`config.mk`:
```
export PLATFORM = sky130hd
export DESIGN_NAME = imem_loadable
export DESIGN_NICKNAME = d
export VERILOG_FILES = /design/src/rtl/imem_pkg.sv /design/src/rtl/imem_sp_ram.sv /design/src/rtl/imem_loadable.sv
export SDC_FILE = /design/constraint.sdc
export NUM_CORES = 1
export LEC_CHECK = 0
export BUFFER_PORTS_ARGS = -buffer_cell sky130_fd_sc_hd__buf_2
export CELL_PAD_IN_SITES_DETAIL_PLACEMENT = 0
export CELL_PAD_IN_SITES_GLOBAL_PLACEMENT = 1
export CORE_MARGIN = 2
export CORE_UTILIZATION = 54
export CTS_CLUSTER_DIAMETER = 50
export DETAILED_ROUTE_END_ITERATION = 8
export PLACE_DENSITY = 0.89
export SLEW_MARGIN = 20
export SYNTH_ARGS = -nofsm -noshare
export SYNTH_HDL_FRONTEND = slang
export SYNTH_HIERARCHICAL = 1
export SYNTH_SLANG_ARGS = --single-unit
```
`constraint.sdc`:
```
create_clock -name clk -period 5.2 [get_ports clk]
set_clock_uncertainty 0.1 [all_clocks]
set_input_delay 1.04 -clock clk [delete_from_list [all_inputs] [get_ports clk]]
set_output_delay 1.04 -clock clk [all_outputs]
set_load 0.01 [all_outputs]
```
`src/rtl/imem_pkg.sv`:
```
`default_nettype none
// ============================================================================
//  Module      : imem_pkg
//  Description : Shared types and constants for the loadable instruction
//                memory: controller state encoding, fetch alignment and the
//                filler word returned for faulting fetches.
//  Revision    : 1.0 - initial release
// ============================================================================
package imem_pkg;

    // Controller states. CLEAR zeroes the array after reset, RUN serves
    // fetches, LOAD streams a new program in from word 0.
    typedef enum logic [1:0] {
        CLEAR = 2'd0,
        RUN   = 2'd1,
        LOAD  = 2'd2
    } state_t;

    // Fetch addresses are byte addresses of 4-byte words.
    localparam int ALIGN_BITS = 2;

    // Word returned on a faulting fetch (all zeros executes as a NOP).
    // Kept wide so any DATA_W can take its low bits with a size cast.
    localparam logic [1023:0] NOP_WORD = '0;

endpackage : imem_pkg
`default_nettype wire

```
`src/rtl/imem_sp_ram.sv`:
```
`default_nettype none
// ============================================================================
//  Module      : imem_sp_ram
//  Description : Single-port RAM, DATA_W x DEPTH, synchronous write and
//                synchronous registered read. The array itself has no reset;
//                only the read-data register is reset so the fetch port
//                presents zero out of reset.
//  Ports       : clk, rst_n       - clock, async active-low reset
//                i_we, i_wdata    - write strobe and data
//                i_re             - read strobe; o_rdata holds when low
//                i_addr           - word address (caller keeps it < DEPTH)
//                o_rdata          - registered read data
//  Revision    : 1.0 - initial release
// ============================================================================
module imem_sp_ram #(
    parameter int DATA_W = 32,
    parameter int DEPTH  = 32,
    parameter int AW     = $clog2(DEPTH)
) (
    input  logic              clk,
    input  logic              rst_n,
    input  logic              i_we,
    input  logic              i_re,
    input  logic [AW-1:0]     i_addr,
    input  logic [DATA_W-1:0] i_wdata,
    output logic [DATA_W-1:0] o_rdata
);

    logic [DATA_W-1:0] r_mem [DEPTH];
    logic [DATA_W-1:0] r_rdata;

    always_ff @(posedge clk) begin
        if (i_we) begin
            r_mem[i_addr] <= i_wdata;
        end
    end

    // Read data only moves on a read strobe, so the last fetched word stays
    // on the output while the array is being written or left idle.
    always_ff @(posedge clk or negedge rst_n) begin
        if (!rst_n) begin
            r_rdata <= '0;
        end else if (i_re) begin
            r_rdata <= r_mem[i_addr];
        end
    end

    assign o_rdata = r_rdata;

endmodule : imem_sp_ram
`default_nettype wire

```
`src/rtl/imem_loadable.sv`:
```
`default_nettype none
// ============================================================================
//  Module      : imem_loadable
//  Description : Clocked, run-time loadable instruction memory. After reset
//                the array is zeroed one word per cycle (CLEAR), then fetches
//                are served with one-cycle latency (RUN). The host may reload
//                any prefix of the array through a streaming port (LOAD).
//  Ports       : clk, rst_n                 - clock, async active-low reset
//                i_fetch_req / i_fetch_addr - fetch request, byte address
//                o_fetch_ready              - fetch accepted when high w/ req
//                o_instr_valid/_data/_fault - fetch response, one cycle later
//                i_load_start               - begin a load at word 0 (RUN)
//                i_load_valid/_data/_last   - streamed program words
//                o_load_ready               - load word accepted w/ valid
//                o_load_count               - words written by last load
//                o_busy                     - high whenever not in RUN
//  Revision    : 1.0 - initial release
// ============================================================================
module imem_loadable
    import imem_pkg::*;
#(
    parameter int DATA_W = 32,
    parameter int ADDR_W = 32,
    parameter int DEPTH  = 32,
    parameter int CNT_W  = $clog2(DEPTH + 1)
) (
    input  logic              clk,
    input  logic              rst_n,
    // fetch port
    input  logic              i_fetch_req,
    input  logic [ADDR_W-1:0] i_fetch_addr,
    output logic              o_fetch_ready,
    output logic              o_instr_valid,
    output logic [DATA_W-1:0] o_instr_data,
    output logic              o_instr_fault,
    // load port
    input  logic              i_load_start,
    input  logic              i_load_valid,
    input  logic [DATA_W-1:0] i_load_data,
    input  logic              i_load_last,
    output logic              o_load_ready,
    output logic [CNT_W-1:0]  o_load_count,
    output logic              o_busy
);

    localparam int                AW          = $clog2(DEPTH);
    localparam int                IDX_W       = ADDR_W - ALIGN_BITS;
    localparam logic [CNT_W-1:0]  C_LAST_CNT  = CNT_W'(DEPTH - 1);
    localparam logic [CNT_W-1:0]  C_CNT_ONE   = CNT_W'(1);
    localparam logic [IDX_W-1:0]  C_DEPTH_IDX = IDX_W'(DEPTH);
    localparam logic [DATA_W-1:0] C_NOP       = DATA_W'(NOP_WORD);

    // ------------------------------------------------------------------
    // State and registered outputs
    // ------------------------------------------------------------------
    state_t             r_state;
    logic [CNT_W-1:0]   r_cnt;          // clear / load word pointer
    logic [CNT_W-1:0]   r_load_count;
    logic               r_fetch_en;     // registered "state == RUN"
    logic               r_load_ready;   // registered "state == LOAD"
    logic               r_busy;
    logic               r_instr_valid;
    logic               r_instr_fault;

    // ------------------------------------------------------------------
    // Fetch decode
    // ------------------------------------------------------------------
    logic [IDX_W-1:0]   w_index;
    logic               w_aligned;
    logic               w_in_range;
    logic               w_fetch_ok;
    logic               w_fetch_ready;
    logic               w_fetch_accept;
    logic               w_cnt_at_end;

    assign w_index        = i_fetch_addr[ADDR_W-1:ALIGN_BITS];
    assign w_aligned      = (i_fetch_addr[ALIGN_BITS-1:0] == '0);
    assign w_in_range     = (w_index < C_DEPTH_IDX);
    assign w_fetch_ok     = w_aligned && w_in_range;
    // A same-cycle load_start wins over the fetch, so it is refused here.
    assign w_fetch_ready  = r_fetch_en && !i_load_start;
    assign w_fetch_accept = w_fetch_ready && i_fetch_req;
    assign w_cnt_at_end   = (r_cnt == C_LAST_CNT);

    // ------------------------------------------------------------------
    // RAM port steering: each state owns the single port exclusively, so
    // a read and a write can never coincide.
    // ------------------------------------------------------------------
    logic               w_ram_we;
    logic               w_ram_re;
    logic [AW-1:0]      w_ram_addr;
    logic [DATA_W-1:0]  w_ram_wdata;
    logic [DATA_W-1:0]  w_ram_rdata;

    always_comb begin
        w_ram_we    = 1'b0;
        w_ram_re    = 1'b0;
        w_ram_addr  = r_cnt[AW-1:0];
        w_ram_wdata = C_NOP;
        case (r_state)
            CLEAR: begin
                w_ram_we = 1'b1;
            end
            LOAD: begin
                w_ram_we    = i_load_valid;
                w_ram_wdata = i_load_data;
            end
            RUN: begin
                // Faulting fetches never touch the array; their response is
                // forced to the NOP word at the output instead.
                w_ram_re   = w_fetch_accept && w_fetch_ok;
                w_ram_addr = w_index[AW-1:0];
            end
            default: begin
                w_ram_we = 1'b0;
            end
        endcase
    end

    imem_sp_ram #(
        .DATA_W (DATA_W),
        .DEPTH  (DEPTH),
        .AW     (AW)
    ) u_ram (
        .clk     (clk),
        .rst_n   (rst_n),
        .i_we    (w_ram_we),
        .i_re    (w_ram_re),
        .i_addr  (w_ram_addr),
        .i_wdata (w_ram_wdata),
        .o_rdata (w_ram_rdata)
    );

    // ------------------------------------------------------------------
    // Controller
    // ------------------------------------------------------------------
    always_ff @(posedge clk or negedge rst_n) begin
        if (!rst_n) begin
            r_state       <= CLEAR;
            r_cnt         <= '0;
            r_load_count  <= '0;
            r_fetch_en    <= 1'b0;
            r_load_ready  <= 1'b0;
            r_busy        <= 1'b1;
            r_instr_valid <= 1'b0;
            r_instr_fault <= 1'b0;
        end else begin
            // Response flags follow the previous cycle's acceptance; the
            // fault flag holds alongside the read register when idle.
            r_instr_valid <= w_fetch_accept;
            if (w_fetch_accept) begin
                r_instr_fault <= !w_fetch_ok;
            end

            case (r_state)
                CLEAR: begin
                    if (w_cnt_at_end) begin
                        r_state    <= RUN;
                        r_cnt      <= '0;
                        r_fetch_en <= 1'b1;
                        r_busy     <= 1'b0;
                    end else begin
                        r_cnt <= r_cnt + C_CNT_ONE;
                    end
                end
                RUN: begin
                    if (i_load_start) begin
                        r_state      <= LOAD;
                        r_cnt        <= '0;
                        r_load_count <= '0;
                        r_fetch_en   <= 1'b0;
                        r_load_ready <= 1'b1;
                        r_busy       <= 1'b1;
                    end
                end
                LOAD: begin
                    if (i_load_valid) begin
                        r_load_count <= r_cnt + C_CNT_ONE;
                        // Ending on the last array word protects against a
                        // host that streams more words than the memory holds.
                        if (i_load_last || w_cnt_at_end) begin
                            r_state      <= RUN;
                            r_cnt        <= '0;
                            r_fetch_en   <= 1'b1;
                            r_load_ready <= 1'b0;
                            r_busy       <= 1'b0;
                        end else begin
                            r_cnt <= r_cnt + C_CNT_ONE;
                        end
                    end
                end
                default: begin
                    r_state      <= CLEAR;
                    r_cnt        <= '0;
                    r_fetch_en   <= 1'b0;
                    r_load_ready <= 1'b0;
                    r_busy       <= 1'b1;
                end
            endcase
        end
    end

    // ------------------------------------------------------------------
    // Outputs
    // ------------------------------------------------------------------
    assign o_fetch_ready = w_fetch_ready;
    assign o_instr_valid = r_instr_valid;
    assign o_instr_data  = r_instr_fault ? C_NOP : w_ram_rdata;
    assign o_instr_fault = r_instr_fault;
    assign o_load_ready  = r_load_ready;
    assign o_load_count  = r_load_count;
    assign o_busy        = r_busy;

endmodule : imem_loadable
`default_nettype wire

```
==> metrics.csv, run 1 <==
metric,value,unit
Crit Path Class,reg2reg,
top cells by instance count after synthesis,"edfxtp_1, mux2i_1, mux4_2, nor2_1, buf_2",
Clock Path Buffers,3,
post-DP HPWL,63050,um
vias in the first global route,22630,
footprint of the multi-input gates,9316,um2
Leakage,15.65,nW
"Cell Count, Final, Fillers Out",3429,
final setup fails,0,
reg2reg start,r_state[0]$_DFFE_PN0P_,
H-tree depth,3,
# hold bufs at CTS,0,
"slowest stage delay, CP",820,ps
VDD IR-drop max,468.5,uV
crit share post-route,83.99,%
port buffer count,112,
Max Freq,0.2290,GHz
Storage cell area,32030,um2
area delta synth->final,14.82,%
top_reg_cell synth,edfxtp_1,
family with the most delay on the worst path,simple AND/OR/NAND/NOR gates,
hold_ws,375.8,ps
Synth area leaders,"edfxtp_1, mux4_2, mux2i_1",
CP max stage cell,nand3b_1,
TritonCTS buffer count,104,
Site Rows,101,
final hold vios,0,
clk slew on worst S/H paths,60,ps
wire per inst,31.51,um
CTS tree,built,
final instance area,47830,um2
outcome,finished clean,
Syn Area/Cell,19.68,um2
Overflow after GRT,0,
yosys warns,6,
vias per cell,6.547,
clock latency on the worst-skew pair,690,ps
cell count after placement,3232,
die area,79370,um2
post-synth cell types,64,
FILL cells,4901,
setup TNS,0,ps
first drt pass iteration count,5,
initial antenna violation count,0,
DR iter-0 viols,3353,
GRT Overall Usage,27.54,%
RSZ-0062 raised after global routing,no,
Yosys top cell area share,73.83,%
Hold Startpoint,o_load_count[0]$_DFFE_PN0P_,
Post-Route WL,108100,um
Area after DPL,44130,um2
Starting Density,54.66,%
Hold Crit Class,reg2reg,
core area,76200,um2
Synth Cell Area,41650,um2
Sink Count,1075,
CP Max Fanout,40,
PD cells,539.3,nW/um2
Ant. Diodes,0,
top-count cell post-synth,edfxtp_1,
"FF+latch count, synth",1075,
DR vias,22450,
CP arrival,4600,ps
Worst EP required,5430,ps
Residual DRC,0,
"Seq/Total Area, Yosys",76.89,%
share of layout cells above drive strength 1,25.55,%
Routed Antenna Nets,0,
number of I/O pins,113,
kind of start point of the critical path,flop,
Die H,281.7,um
CP Buf/Inv Count,1,
Syn Nets,2187,
Root Driver,clkbuf_16,
Rel. slew slack,20.18,%
"EDFF count, synth",1024,
largest net degree at the start of global routing,58,
chip width,281.7,um
CP Capture Type,flop,
"FFs w/ async S/R, synth",4.744,%
final net count,2380,
cts repair resizes,0,
"Min Clock Period, post-route",4367,ps
first-pass GRT wire length,155800,um
Max-Cap Viols,0,
Post-Synthesis Cells,2116,
worst-margin pin slew,1197,ps
crit path cell chain,nor2b_1 -> nand2_1 -> nand2_4 -> nand3b_1 -> nor2_4 -> buf_4,
Setup crit start,r_state[0]$_DFFE_PN0P_,
Final Max Slew Viols,0,
Post-CTS Setup Repair Bufs,0,
routability congestion estimate,0.8678,
leading area contributor after synthesis,edfxtp_1,
-- final cells by class --
cell class,count,share of cell area [%]
repair buffers,208,3.218
well taps,1030,2.695
inverters,1,0.007848
clock inverters,54,1.591
multi-input cells,919,19.48
clock buffers,142,6.035
flip-flops and latches,1075,66.97
-- tightest hold or removal path, delay by kind of cell, from the launching register on --
kind / cells / cell delay (ps)
simple gates: 1 / 50
compound gates: 1 / 50
flops: 1 / 340
-- cell usage in the layout (no fill, tap or decap), types with 37 or more instances in the layout --
cell type | netlist | final
mux4_2 | 149 | 149
buf_4 | 16 | 75
nor2b_1 | 40 | 39
nor2_1 | 101 | 69
a31oi_1 | 41 | 41
clkbuf_16 | 0 | 105
o22ai_1 | 48 | 48
mux2i_1 | 193 | 193
dfrtp_1 | 50 | 49
o21ai_0 | 37 | 37
edfxtp_1 | 1024 | 1024
nand2_1 | 41 | 38
a22oi_1 | 52 | 52
buf_2 | 54 | 112
-- sequential cells by signal, indices dropped and copies added, names as in the netlist --
| register | cells |
|---|---|
| u_ram/o_rdata | 32 |
| r_fetch_en | 1 |
| o_load_count | 6 |
| o_load_ready | 1 |
| o_instr_valid | 1 |
| o_instr_fault | 1 |
| r_cnt | 6 |
| o_busy | 1 |
| u_ram/r_mem | 1024 |
| r_state | 2 |
-- path summary, 6_finish.rpt --
path | depth (start not counted) | endpoint | slack, ps
setup / recovery | 6 | u_ram/r_mem[14][2]$_DFFE_PP_ | 830
hold / removal | 2 | o_load_count[0]$_DFFE_PN0P_ | 380
setup reg to reg | 6 | u_ram/r_mem[14][2]$_DFFE_PP_ | 830
hold reg to reg | 2 | o_load_count[0]$_DFFE_PN0P_ | 380
max in group asynchronous | 2 | o_instr_fault$_DFFE_PN0P_ | 3520
min in group asynchronous | 1 | u_ram/o_rdata[27]$_DFFE_PN0P_ | 440
-- cell families after synthesis --
| family | after synthesis | share of synthesized area [%] |
|---|---|---|
| adder cells (fa/ha/maj) | 1 | 0.03004 |
| multiplexers | 355 | 13.37 |
| XOR/XNOR | 3 | 0.06310 |
| AO/OA/AOI/OAI | 249 | 4.001 |
| buffers and inverters | 122 | 1.523 |
| AND/OR/NAND/NOR | 311 | 4.119 |
| flip-flops | 1075 | 76.89 |
-- report_power, final --
group | internal, W | switching (W) | total, W
Combinational | 0.00251 | 0.00436 | 0.00687
Clock | 0.00471 | 0.00323 | 0.00795
Sequential | 0.0108 | 0.000195 | 0.0110
Total | 0.0180 | 0.00778 | 0.0258
-- layer usage --
| layer | share of wire, % | GRT usage (%) | wire length, um | vias up |
|---|---|---|---|---|
| li1 | - | - | - | 9030 |
| met3 | 11 | 5.792 | 12060 | 289 |
| met5 | 0 | 0 | 0 | - |
| met1 | 36 | 36.73 | 38570 | 11510 |
| met2 | 48 | 43.97 | 51870 | 1626 |
| met4 | 5.1 | 12.92 | 5551 | 0 |
-- per-stage QoR --
step / setup slack [ps] / total power, W / util [%]
floorplan: 1104 / 0.01557 / -
global placement: 1045 / 0.01762 / 57.91
detailed placement: 924.6 / 0.01785 / 57.91
CTS: 886.8 / 0.02579 / 62.70
global route: 548.8 / 0.02651 / 62.76
finish: 832.6 / 0.02579 / 62.76
Note: power is estimated with default switching activity, not from simulation.
==> run 2: changes to the inputs <==
clock period = 4.1 ns   (was 5.2 ns; I/O delays follow)
==> run 2 against run 1 <==
Global-route usage fell by 0.13 points. Final area hardly changed. Sequential cell count stayed put. Routed wire length is 0.80% lower. Non-clock buffer count up 28. Utilization is 0.057 points higher. Critical path type unchanged. Highest routed layer is now met5. Cell count rose by 0.93%. Fmax up 21%. Total power up 25%. Register-to-register slack worse by 330 ps. Largest cell class unchanged. First-iteration DRC count fell by 12%. Combinational power grew 26%.
==> metrics.csv, run 2 (synthesis results as in run 1) <==
metric,value,unit
outcome,finished clean,
Die H,281.7,um
Crit Path Class,reg2reg,
Switch Pwr,0.009687,W
dpl ws,641.5,ps
port buffer count,112,
final setup fails,0,
number of I/O pins,113,
Sw Share,30.14,%
routability congestion estimate,0.8376,
final setup margin,504.9,ps
CP arrival,4070,ps
RSZ-0062 raised after global routing,no,
die area,79370,um2
wire per inst,30.97,um
area delta synth->final,14.93,%
FILL cells,4941,
first drt pass iteration count,5,
final hold vios,0,
Final Util,62.82,%
chip width,281.7,um
largest net degree at the start of global routing,99,
first-pass GRT wire length,154900,um
CTS tree,built,
share of layout cells above drive strength 1,25.23,%
"Min Clock Period, post-route",3595,ps
CP Max Fanout,21,
setup TNS,0,ps
post-DP HPWL,60260,um
crit share post-route,87.69,%
core area,76200,um2
metal3 WL,12020,um
vias per cell,6.499,
final net count,2412,
worst-margin pin slew,1110,ps
"commonest cells after routing, fill and taps aside","edfxtp_1, mux2i_1, mux4_2, buf_2, clkbuf_16",
Site Rows,101,
Routed met2 length,52000,um
DR vias,22490,
Flop pwr share,43.3,%
Clock Path Buffers,3,
Post-Route WL,107200,um
Worst EP required,4570,ps
power share of the clock group,29.7,%
WL met1,39380,um
TritonCTS buffer count,108,
"Cell Count, Final, Fillers Out",3461,
Root Driver,clkbuf_16,
kind of start point of the critical path,flop,
"most common cell after layout, fill and taps aside",edfxtp_1,
VDD IR-drop max,553.8,uV
Starting Density,54.66,%
DR iter-0 viols,2967,
max reg flops,1024,
H-tree depth,3,
Final Max Slew Viols,0,
Leakage,15.70,nW
Hold Crit Class,in2async,
Max-Cap Viols,0,
Residual DRC,0,
cell count after placement,3259,
internal power,0.02245,W
Sink Count,1075,
Routed Antenna Nets,0,
clk slew on worst S/H paths,70,ps
initial antenna violation count,1,
Comb pwr share,26.9,%
top sig layer,met5,
CP Capture Type,flop,
Max Freq,0.2782,GHz
register bank with the most flops,u_ram/r_mem,
GRT Overall Usage,27.41,%
Rel. slew slack,25.99,%
cts repair resizes,0,
Overflow after GRT,0,
vias in the first global route,23120,
PD cells,671.4,nW/um2
Post-CTS Setup Repair Bufs,0,
R2R depth,7,
clock latency on the worst-skew pair,680,ps
# hold bufs at CTS,0,
run 2: cell count changes in the layout (fill, tap and decap cells not counted), sizes merged:
| cell | delta |
|---|---|
| bufinv | -10 |
| clkinvlp | -1 |
| buf | +28 |
| clkinv | +4 |
| inv | +6 |
| clkbuf | +4 |
| diode | +1 |
run 2: final cells by class:
| cell class | count | area, um2 | area share (%) |
|---|---|---|---|
| flip-flops and latches | 1075 | 32030 | 66.91 |
| multi-input cells | 919 | 9294 | 19.42 |
| clock buffers | 146 | 2958 | 6.179 |
| repair buffers | 236 | 1807 | 3.774 |
| well taps | 1030 | 1289 | 2.692 |
| clock inverters | 53 | 488.0 | 1.019 |
| inverters | 1 | 3.754 | 0.007841 |
| diodes | 1 | 2.502 | 0.005228 |
run 2: power groups by stage:
stage,clock [W],sequential (W),combinational [W]
floorplan,0,0.0141,0.00570
global placement,0,0.0141,0.00825
detailed placement,0,0.0141,0.00848
CTS,0.00962,0.0139,0.00859
global route,0.0100,0.0140,0.00908
finish,0.00955,0.0139,0.00866
run 2: metal layers:
metal / track usage (%) / vias up
met5: 0 / -
met4: 11.10 / 2
met3: 5.660 / 233
met2: 44.26 / 1560
met1: 36.93 / 11580
li1: - / 9117
run 2: worst max-delay path: stages, from the launching register on:
cell and delay (ps):
dfrtp_1 530, nand2b_1 370, nand2_1 90, nand2_1 660
and3b_1 860, buf_4 470, a22oi_1 170, a31oi_1 210
run 2: path summary, 6_finish.rpt:
kind | from | end | slack [ps]
setup / recovery | r_state[1]$_DFFE_PN0P_ | u_ram/o_rdata[22]$_DFFE_PN0P_ | 500
hold / removal | rst_n | o_instr_valid$_DFF_PN0_ | 90
setup reg to reg | r_state[1]$_DFFE_PN0P_ | u_ram/o_rdata[22]$_DFFE_PN0P_ | 500
hold reg to reg | o_load_count[2]$_DFFE_PN0P_ | o_load_count[2]$_DFFE_PN0P_ | 370
max in group asynchronous | rst_n | u_ram/o_rdata[19]$_DFFE_PN0P_ | 3430
min in group clk | i_fetch_req | o_instr_valid$_DFF_PN0_ | 330
run 2: stage by stage:
stage | cell area (um2) | power [W] | hold slack (ps)
floorplan | 41650 | 0.01975 | 382.7
CTS | 47820 | 0.03214 | 74.21
global route | 47870 | 0.03310 | 111.1
global placement | 44380 | 0.02234 | 356.2
detailed placement | 44380 | 0.02262 | 369.4
finish | 47870 | 0.03214 | 93.86
